$ cat config.mk
export PLATFORM = sky130hd
export DESIGN_NAME = fifo_burst_reader
export DESIGN_NICKNAME = d
export VERILOG_FILES = /design/src/rtl/fifo_rd_pkg.sv /design/src/rtl/stream_skid_buf.sv /design/src/rtl/fifo_burst_reader.sv
export SDC_FILE = /design/constraint.sdc
export NUM_CORES = 1
export LEC_CHECK = 0
export ABC_CLOCK_PERIOD_IN_PS = 2500
export BUFFER_PORTS_ARGS = -buffer_cell sky130_fd_sc_hd__buf_2
export CAP_MARGIN = 0
export CORE_ASPECT_RATIO = 0.75
export CORE_UTILIZATION = 55
export CTS_CLUSTER_DIAMETER = 50
export CTS_CLUSTER_SIZE = 25
export DETAILED_ROUTE_END_ITERATION = 16
export PLACE_DENSITY_LB_ADDON = 0.3
export SLEW_MARGIN = 0
export SYNTH_ARGS = -nofsm -noshare
export SYNTH_HDL_FRONTEND = slang
export SYNTH_HIERARCHICAL = 1
export SYNTH_SLANG_ARGS = --single-unit
$ cat constraint.sdc
create_clock -name i_Clk -period 2.5 [get_ports i_Clk]
set_input_delay 0.25 -clock i_Clk [delete_from_list [all_inputs] [get_ports i_Clk]]
set_output_delay 0.25 -clock i_Clk [all_outputs]
set_load 0.05 [all_outputs]
$ cat src/rtl/fifo_rd_pkg.sv
// rtl/fifo_rd_pkg.sv - shared types and constants for the FIFO burst reader
package fifo_rd_pkg;

  typedef enum logic [1:0] {
    ST_IDLE  = 2'd0,
    ST_READ  = 2'd1,
    ST_DRAIN = 2'd2,
    ST_DONE  = 2'd3
  } state_t;

  // Output buffer depth: one slot for FIFO read latency, one for back-pressure.
  localparam int BUF_DEPTH = 2;
  localparam int CNT_W     = 2;

  localparam logic [CNT_W-1:0] CNT_ONE  = CNT_W'(1);
  localparam logic [CNT_W-1:0] CNT_FULL = CNT_W'(BUF_DEPTH);

endpackage

$ cat src/rtl/stream_skid_buf.sv
// rtl/stream_skid_buf.sv - 2-entry in-order buffer with simultaneous push/pop
import fifo_rd_pkg::*;

module stream_skid_buf #(
  parameter int WIDTH = 8
) (
  input  logic             i_Clk,
  input  logic             i_Rst,
  input  logic             i_Push,
  input  logic [WIDTH-1:0] i_Push_Data,
  input  logic             i_Pop,
  output logic [CNT_W-1:0] o_Count,
  output logic             o_Valid,
  output logic [WIDTH-1:0] o_Data
);

  logic [CNT_W-1:0] r_Count;
  logic [WIDTH-1:0] r_Mem0;  // head entry, drives o_Data directly
  logic [WIDTH-1:0] r_Mem1;
  logic             w_Pop;
  logic             w_Push;

  // A pop frees a slot in the same cycle, so a full buffer can still take a push.
  assign w_Pop  = i_Pop && (r_Count != '0);
  assign w_Push = i_Push && ((r_Count != CNT_FULL) || w_Pop);

  // Shift-register style storage: head is always r_Mem0.
  always_ff @(posedge i_Clk or posedge i_Rst) begin
    if (i_Rst) begin
      r_Count <= '0;
      r_Mem0  <= '0;
      r_Mem1  <= '0;
    end else begin
      case ({w_Push, w_Pop})
        2'b10: begin
          if (r_Count == '0) r_Mem0 <= i_Push_Data;
          else               r_Mem1 <= i_Push_Data;
          r_Count <= r_Count + CNT_ONE;
        end
        2'b01: begin
          r_Mem0  <= r_Mem1;
          r_Count <= r_Count - CNT_ONE;
        end
        2'b11: begin
          if (r_Count == CNT_ONE) begin
            r_Mem0 <= i_Push_Data;
          end else begin
            r_Mem0 <= r_Mem1;
            r_Mem1 <= i_Push_Data;
          end
        end
        default: begin
        end
      endcase
    end
  end

  assign o_Count = r_Count;
  assign o_Valid = (r_Count != '0);
  assign o_Data  = r_Mem0;

endmodule

$ cat src/rtl/fifo_burst_reader.sv
// rtl/fifo_burst_reader.sv - burst read master turning a non-FWFT FIFO into a valid/ready stream
import fifo_rd_pkg::*;

module fifo_burst_reader #(
  parameter int WIDTH = 8,
  parameter int LEN_W = 8
) (
  input  logic             i_Clk,
  input  logic             i_Rst,
  input  logic             i_Start,
  input  logic [LEN_W-1:0] i_Len,
  output logic             o_Busy,
  output logic             o_Done,
  output logic             o_Rd_En,
  input  logic             i_Rd_DV,
  input  logic [WIDTH-1:0] i_Rd_Data,
  input  logic             i_Empty,
  output logic             o_Valid,
  input  logic             i_Ready,
  output logic [WIDTH-1:0] o_Data,
  output logic             o_Last
);

  localparam logic [LEN_W-1:0] LEN_ONE = LEN_W'(1);

  state_t           r_State;
  logic [LEN_W-1:0] r_Len;
  logic [LEN_W-1:0] r_Issued;
  logic [LEN_W-1:0] r_Sent;
  logic             r_Inflight;
  logic             r_Done;
  logic             r_Busy;

  logic [CNT_W-1:0] w_Count;
  logic             w_Valid;
  logic [WIDTH-1:0] w_Data;
  logic             w_Pop;
  logic             w_Push;
  logic             w_Credit_Ok;
  logic             w_Rd_En;
  logic [LEN_W-1:0] w_Len_M1;

  assign w_Len_M1 = r_Len - LEN_ONE;
  assign w_Pop    = w_Valid && i_Ready;
  // Data returning with no read outstanding (e.g. after a reset abort) is dropped.
  assign w_Push   = i_Rd_DV && r_Inflight;

  // Buffered + in-flight words, less this cycle's pop, must leave room for one more.
  assign w_Credit_Ok = ({1'b0, w_Count} + {2'b00, r_Inflight})
                       < (3'(BUF_DEPTH) + {2'b00, w_Pop});

  assign w_Rd_En = (r_State == ST_READ) && !i_Empty && (r_Issued < r_Len) && w_Credit_Ok;

  stream_skid_buf #(.WIDTH(WIDTH)) u_buf (
    .i_Clk       (i_Clk),
    .i_Rst       (i_Rst),
    .i_Push      (w_Push),
    .i_Push_Data (i_Rd_Data),
    .i_Pop       (w_Pop),
    .o_Count     (w_Count),
    .o_Valid     (w_Valid),
    .o_Data      (w_Data)
  );

  // Tracks the single cycle of FIFO read latency.
  always_ff @(posedge i_Clk or posedge i_Rst) begin
    if (i_Rst) r_Inflight <= 1'b0;
    else       r_Inflight <= w_Rd_En;
  end

  // Burst FSM with issue/send counters and registered busy/done.
  always_ff @(posedge i_Clk or posedge i_Rst) begin
    if (i_Rst) begin
      r_State  <= ST_IDLE;
      r_Len    <= '0;
      r_Issued <= '0;
      r_Sent   <= '0;
      r_Done   <= 1'b0;
      r_Busy   <= 1'b0;
    end else begin
      r_Done <= 1'b0;
      case (r_State)
        ST_IDLE: begin
          if (i_Start) begin
            if (i_Len != '0) begin
              r_Len    <= i_Len;
              r_Issued <= '0;
              r_Sent   <= '0;
              r_Busy   <= 1'b1;
              r_State  <= ST_READ;
            end else begin
              r_Done <= 1'b1;
            end
          end
        end
        ST_READ: begin
          if (w_Rd_En) begin
            r_Issued <= r_Issued + LEN_ONE;
            if (r_Issued == w_Len_M1) r_State <= ST_DRAIN;
          end
          // The final pop cannot happen here: the last read always moves us to DRAIN first.
          if (w_Pop) r_Sent <= r_Sent + LEN_ONE;
        end
        ST_DRAIN: begin
          if (w_Pop) begin
            r_Sent <= r_Sent + LEN_ONE;
            if (r_Sent == w_Len_M1) begin
              r_State <= ST_DONE;
              r_Done  <= 1'b1;
            end
          end
        end
        ST_DONE: begin
          r_Busy  <= 1'b0;
          r_State <= ST_IDLE;
        end
        default: r_State <= ST_IDLE;
      endcase
    end
  end

  assign o_Busy  = r_Busy;
  assign o_Done  = r_Done;
  assign o_Rd_En = w_Rd_En;
  assign o_Valid = w_Valid;
  assign o_Data  = w_Data;
  assign o_Last  = w_Valid && (r_Sent == w_Len_M1);

endmodule

# Yosys cells after proc, flatten, opt, wreduce, memory -nomap -nowiden
# Index checks and enable logic that the tools add are counted.
# word_totals
inputBits	22
regBits	47
out_inout_bits	13
# classes
n_eq_ne	20
n_lt_le_gt_ge	2
add_sub_neg	7
mux	28
n_reduce_logical	28
# op_table
cell	n
8-bit 2-to-1 mux	8
8-bit one-hot mux with 2 select lines	3
8-bit one-hot mux with 3 select lines	1
8-bit by 1-bit adder with 8-bit output (second input constant)	2
8-bit == test	2
2-bit inequality test (second input constant)	7
2-bit 2-to-1 mux	6
2-bit nonzero test	6
3-bit AND reduction	3
2-bit == test (second input constant)	4
1-bit logical AND	8
8-bit < comparator	1
2-bit by 1-bit inequality test with 1-bit output (second input constant)	4
2-bit one-hot mux with 4 select lines	1
4-bit AND reduction	2
8-bit nonzero test	1
8-bit by 1-bit subtractor with 8-bit output (second input constant)	1
2-bit by 1-bit == test with 1-bit output (second input constant)	3
1-bit 2-to-1 mux	6
6-bit AND reduction	1
2-bit logical NOT	2
1-bit one-hot mux with 2 select lines	2
2-bit one-hot mux with 2 select lines	1
2-bit by 1-bit adder with 3-bit output	1
other kinds (9)	9

# Depth between registers and ports, before layout
# logic_depth
ltp_word	8
mapped_depth	10
mapped_depth_nobuf	10

# Hierarchy
# The synthesis kept the hierarchy.
# by_module_without_submodules
module	area_per_inst_um2	instances	cells_per_inst	seq_area_each_um2
fifo_burst_reader	2184.6	1	241	725.7
stream_skid_buf	919.6	1	86	450.4

# Worst setup path after synthesis
# Ideal clock, no wire load.
# synth_timing
path_type	register to register
startpoint	register u_buf.r_Count[1], in the netlist u_buf/o_Count[1]
endpoint	register r_Sent[5]
synth_period_minus_slack_ns	2.714
stages_incl_launch_ff	11
t_arrival_ns	2.585
path_slack_ns	-0.214
path_buffers	0
path_cell_list	dfrtp_1 -> inv_1 -> ha_1 -> inv_1 -> nand2_1 -> inv_1 -> mux2i_1 -> a2111oi_0 -> and3_1 -> xnor2_1 -> nor2_1
# synth_between
elab_chain_cells	4
# synth_lines
item	line	source
start: declaration	stream_skid_buf.sv:17	logic [CNT_W-1:0] r_Count;
start signal: assignment	stream_skid_buf.sv:38	r_Count <= r_Count + CNT_ONE;
start signal: assignment	stream_skid_buf.sv:42	r_Count <= r_Count - CNT_ONE;
2-bit nonzero test	stream_skid_buf.sv:59	assign o_Valid = (r_Count != '0);
net o_Valid	fifo_burst_reader.sv:18	output logic o_Valid,
1-bit logical AND	fifo_burst_reader.sv:44	assign w_Pop = w_Valid && i_Ready;
net w_Pop	fifo_burst_reader.sv:37	logic w_Pop;
2-bit by 1-bit inequality test with 1-bit output (no source line)	-	
4-bit AND reduction (no source line)	-	
end signal: assignment	fifo_burst_reader.sv:102	if (w_Pop) r_Sent <= r_Sent + LEN_ONE;
end signal: assignment	fifo_burst_reader.sv:106	r_Sent <= r_Sent + LEN_ONE;
end: declaration	fifo_burst_reader.sv:29	logic [LEN_W-1:0] r_Sent;
# The timed path passes the listed nets, and every way through them passes these cells.
# A chain may end at the register's enable or synchronous reset.

# Worst setup path after layout
# layout_timing
startpoint	register r_Len[1]
endpoint	output port o_Last
# layout_between
elab_chain_cells	3
# layout_lines
item	line	source
start: declaration	fifo_burst_reader.sv:27	logic [LEN_W-1:0] r_Len;
start signal: assignment	fifo_burst_reader.sv:86	r_Len <= i_Len;
8-bit by 1-bit subtractor with 8-bit output	fifo_burst_reader.sv:43	assign w_Len_M1 = r_Len - LEN_ONE;
8-bit == test	fifo_burst_reader.sv:127	assign o_Last = w_Valid && (r_Sent == w_Len_M1);
1-bit logical AND	fifo_burst_reader.sv:127	
end: declaration	fifo_burst_reader.sv:21	output logic o_Last
# No other way between the ends.

==> metrics.md <==
| Metric | Value |
|---|---|
| First-pass GRT wire length | `12.6 mm` |
| I/O Buffers | `34` |
| Ys Warns | `6` |
| Crit path launch type | `flop` |
| Die height | `about 67 um` |
| Syn Inst Count | `about 330` |
| Crit end category | `output pin` |
| DP HPWL | `5.60 mm` |
| CTS Buf Count | `5` |
| Critical Path RT | `2.25 ns` |
| Post-Syn Area | `3100 um2` |
| Crit-path max FO | `4` |
| Avg Inst Size Synth | `9.49 um2` |
| Total gr overflow | `0` |
| Die width | `between 80 and 90 um` |
| Post-route ant nets | `0` |
| Via count | `about 2700` |
| Final WS setup | `-0.0645 ns` |
| Pwr Total | `4.62 mW` |
| Die ar. | `5950 um2` |
| Achievable frequency | `390 MHz` |
| Clk pin slew, worst setup/hold paths | `0.09 ns` |
| Min cycle time layout | `2.56 ns` |
| Antenna Cells | `0` |
| Fin util | `a little over two thirds` |
| Setup TNS | `-0.0645 ns` |
| Clock sinks | `47` |
| Final Slew Violations | `0` |
| Violated checks | `negative setup slack` |
| GPL Wtd Cong | `slightly above 0.9` |
| TritonRoute pass-1 iters | `5` |
| Post-synth EDFFs | `0` |
| Via density | `5.83` |
| DRT Wirelength | `7.84 mm` |
| FILL cells | `413` |
| CP delay by family, top | `simple AND/OR/NAND/NOR gates` |
| Crit path cell chain | `inv_4 -> ha_4 -> nor3b_4 -> xnor3_1 -> nor4bb_4 -> o211a_1 -> and2_4 -> buf_8` |
| Gr usage total | `between 20 and 30%` |
| Endpoints failing setup | `1` |
| Crit path kind | `flop to output pin` |
| Sequential-to-total area share from yosys stat | `roughly 38%` |
| Num rows | `23` |
| Placed insts | `approximately 440` |
| Root Buffer | `clkbuf_8` |
| RSZ-0062 raised after global routing | `true` |
| Post-route cell area | `3780 um2` |
| R2r setup slk | `0.09 ns` |
| Max cap viols | `0` |
| PwrDens | `1220 nW/um2` |
| Top FF cell, synth | `dfrtp_1` |
| Nets | `between 400 and 500` |
| Post-Layout Cell Count | `between 400 and 500` |
| Worst-Skew Late Latency | `0.31 ns` |
| Crit path arrival time | `about 2.3 ns` |
| Post-CTS Hold Fix Bufs | `0` |
| DRC Markers | `0` |
| Hold Path Class | `primary input to asynchronous set/reset pin` |
| Post-route clock skew | `a little over 0.006 ns` |
| Starting Density | `57.7%` |
| Layout cells sized above 1 | `between 20% and 30%` |
| Vias in the first global route | `2482` |
| Htree depth | `2` |
| Buffer and inverter count on the worst path | `2` |
| FFs w/ async S/R, synth | `100%` |
| Area growth syn-to-layout | `21.8%` |
| Antenna violations before repair | `0` |
| Crit share post-route | `103%` |
| Largest net degree at the start of global routing | `30` |
| Yosys reg bits | `47` |
| Pin slew with the least headroom to its limit | `0.737 ns` |
| Deepest clock path buffer count | `2` |
| Core area | `about 5400 um2` |
| Cell at the slowest stage of the critical path | `dfrtp_2` |
| DP Area | `3430 um2` |
| Status | `complete, but fails checks` |
| Synth cell types | `50` |
| Max-slew headroom | `between 50% and 60%` |
| Wire per inst | `about 17 um` |
| Hold Fails Final Rpt | `0` |
| Crit-path max cell delay | `between 0.4 and 0.5 ns` |
| Leakage power | `approximately 1.7 nW` |
| Num ports | `35` |
| Setup WS pre-CTS | `0.0112 ns` |
| Net Count, Synth | `369` |
| DRT iter0 DRCs | `204` |
| CTS tree | `built` |
| Maximum VDD drop | `approximately 740 uV` |
| Fin Hold WS | `0.00932 ns` |
-- registers in the layout (all words and copies together), names as in the netlist, 2 cells and up --
register	cells
r_State	2
r_Issued	8
u_buf/o_Count	2
r_Sent	8
r_Len	8
u_buf/o_Data	8
u_buf/r_Mem1	8
-- cell usage after synthesis (3+ instances only) --
cell type   n  share of area [%]
inv_1      21                2.5
ha_1       20                8.1
mux2_2      9                3.3
clkbuf_1    6               0.73
nand3_1    14                2.3
a21oi_1    17                2.7
mux2i_1     8                2.6
nor2b_1     5                1.0
nand2_1    23                2.8
nor2_1     12                1.5
a31oi_1     7                1.4
o31ai_1     5                1.2
xor2_1      5                1.4
buf_4       3               0.73
nor3_1     10                1.6
nand2b_1    6                1.2
or4_1       6                1.5
buf_6       3                1.1
a22o_1      5                1.4
o211ai_1    6                1.5
and2_1      5                1.0
dfrtp_1    47                 38
nor4_1      6                1.2
o21ai_0    23                3.7
xnor2_1    11                3.1
buf_2       3               0.48
and3_1      5                1.0
xnor3_1     4                2.9
nand4_1     5                1.0
-- final cells by class --
class                           count  area (um2)  share of cell area, %
Tap cell                           75        93.8                   2.48
Multi-Input combinational cell    242        1890                   49.9
Inverter                           21        85.1                   2.25
Clock buffer                        5        68.8                   1.82
Sequential cell                    47        1180                   31.1
Timing Repair Buffer               67         449                   11.9
Clock inverter                      3        20.0                  0.529
-- cells in the final DEF, fill, tap and decap left out, types with 3 or more instances in the layout --
master       n
inv_1       18
o21ai_0     22
nand2b_1     5
nand4_1      5
and3_1       5
nor3_1      10
mux2i_1      8
a21oi_1     15
or4_1        5
clkinvlp_4   3
buf_2       32
a22o_1       5
buf_4       30
xnor3_1      4
clkbuf_8     5
nand2_1     23
o211ai_1     6
nor2b_1      4
and2_1       3
mux2_2       9
xor2_1       5
xnor2_1     11
nand3_1     13
buf_6        3
dfrtp_1     46
o31ai_1      4
nor4_1       4
ha_1        17
nor2_1      12
a31oi_1      7
-- cells by family (layout without fill, tap and decap cells) --
kind of cell	Yosys count	in the layout	synth area share [%]
compound gates	78	78	16.1
xor+xnor	20	20	7.42
fa+ha+maj	20	20	8.06
buf+inv	38	96	5.88
flops	47	47	37.9
mux	17	17	5.84
simple gates	107	107	18.8
-- report_power, final --
part / total (mW) / switching (mW) / internal [mW]
combinational: 2.89 / 1.63 / 1.26
sequential: 1.26 / 0.233 / 1.03
clock: 0.471 / 0.276 / 0.195
total: 4.62 / 2.14 / 2.48
-- layer usage --
layer | routed length [um] | GRT usage [%] | part of all wire, %
met5 | 0 | 0 | 0
met4 | 90 | 6.85 | 1.1
met3 | 313 | 4.46 | 4.0
met2 | 3540 | 43.4 | 45
met1 | 3890 | 42.0 | 50
-- final timing paths --
kind | from | end | cells after the start
worst max-delay path | r_Len[1] | o_Last | 8
max in group asynchronous | i_Rst | u_buf/o_Data[1] | 2
worst min-delay path | i_Rst | r_Sent[3] | 3
worst min register to register | u_buf/r_Mem1[6] | u_buf/r_Mem1[6] | 1
min in group i_Clk | i_Len[3] | r_Len[3] | 3
worst max register to register | r_Len[1] | o_Done | 11
-- worst min-delay path: cells and delay by family --
family	cells	cell delay [ns]
buffers and inverters	3	0.48
-- timing repair --
| action | 4_1_cts | 5_1_grt |
|---|---|---|
| pin swaps | 3 | 10 |
| setup buffers | 7 | 5 |
| setup endpoints to repair | 2 | 20 |
| resized for setup | 17 | 23 |
(Power assumes the default switching activity.)
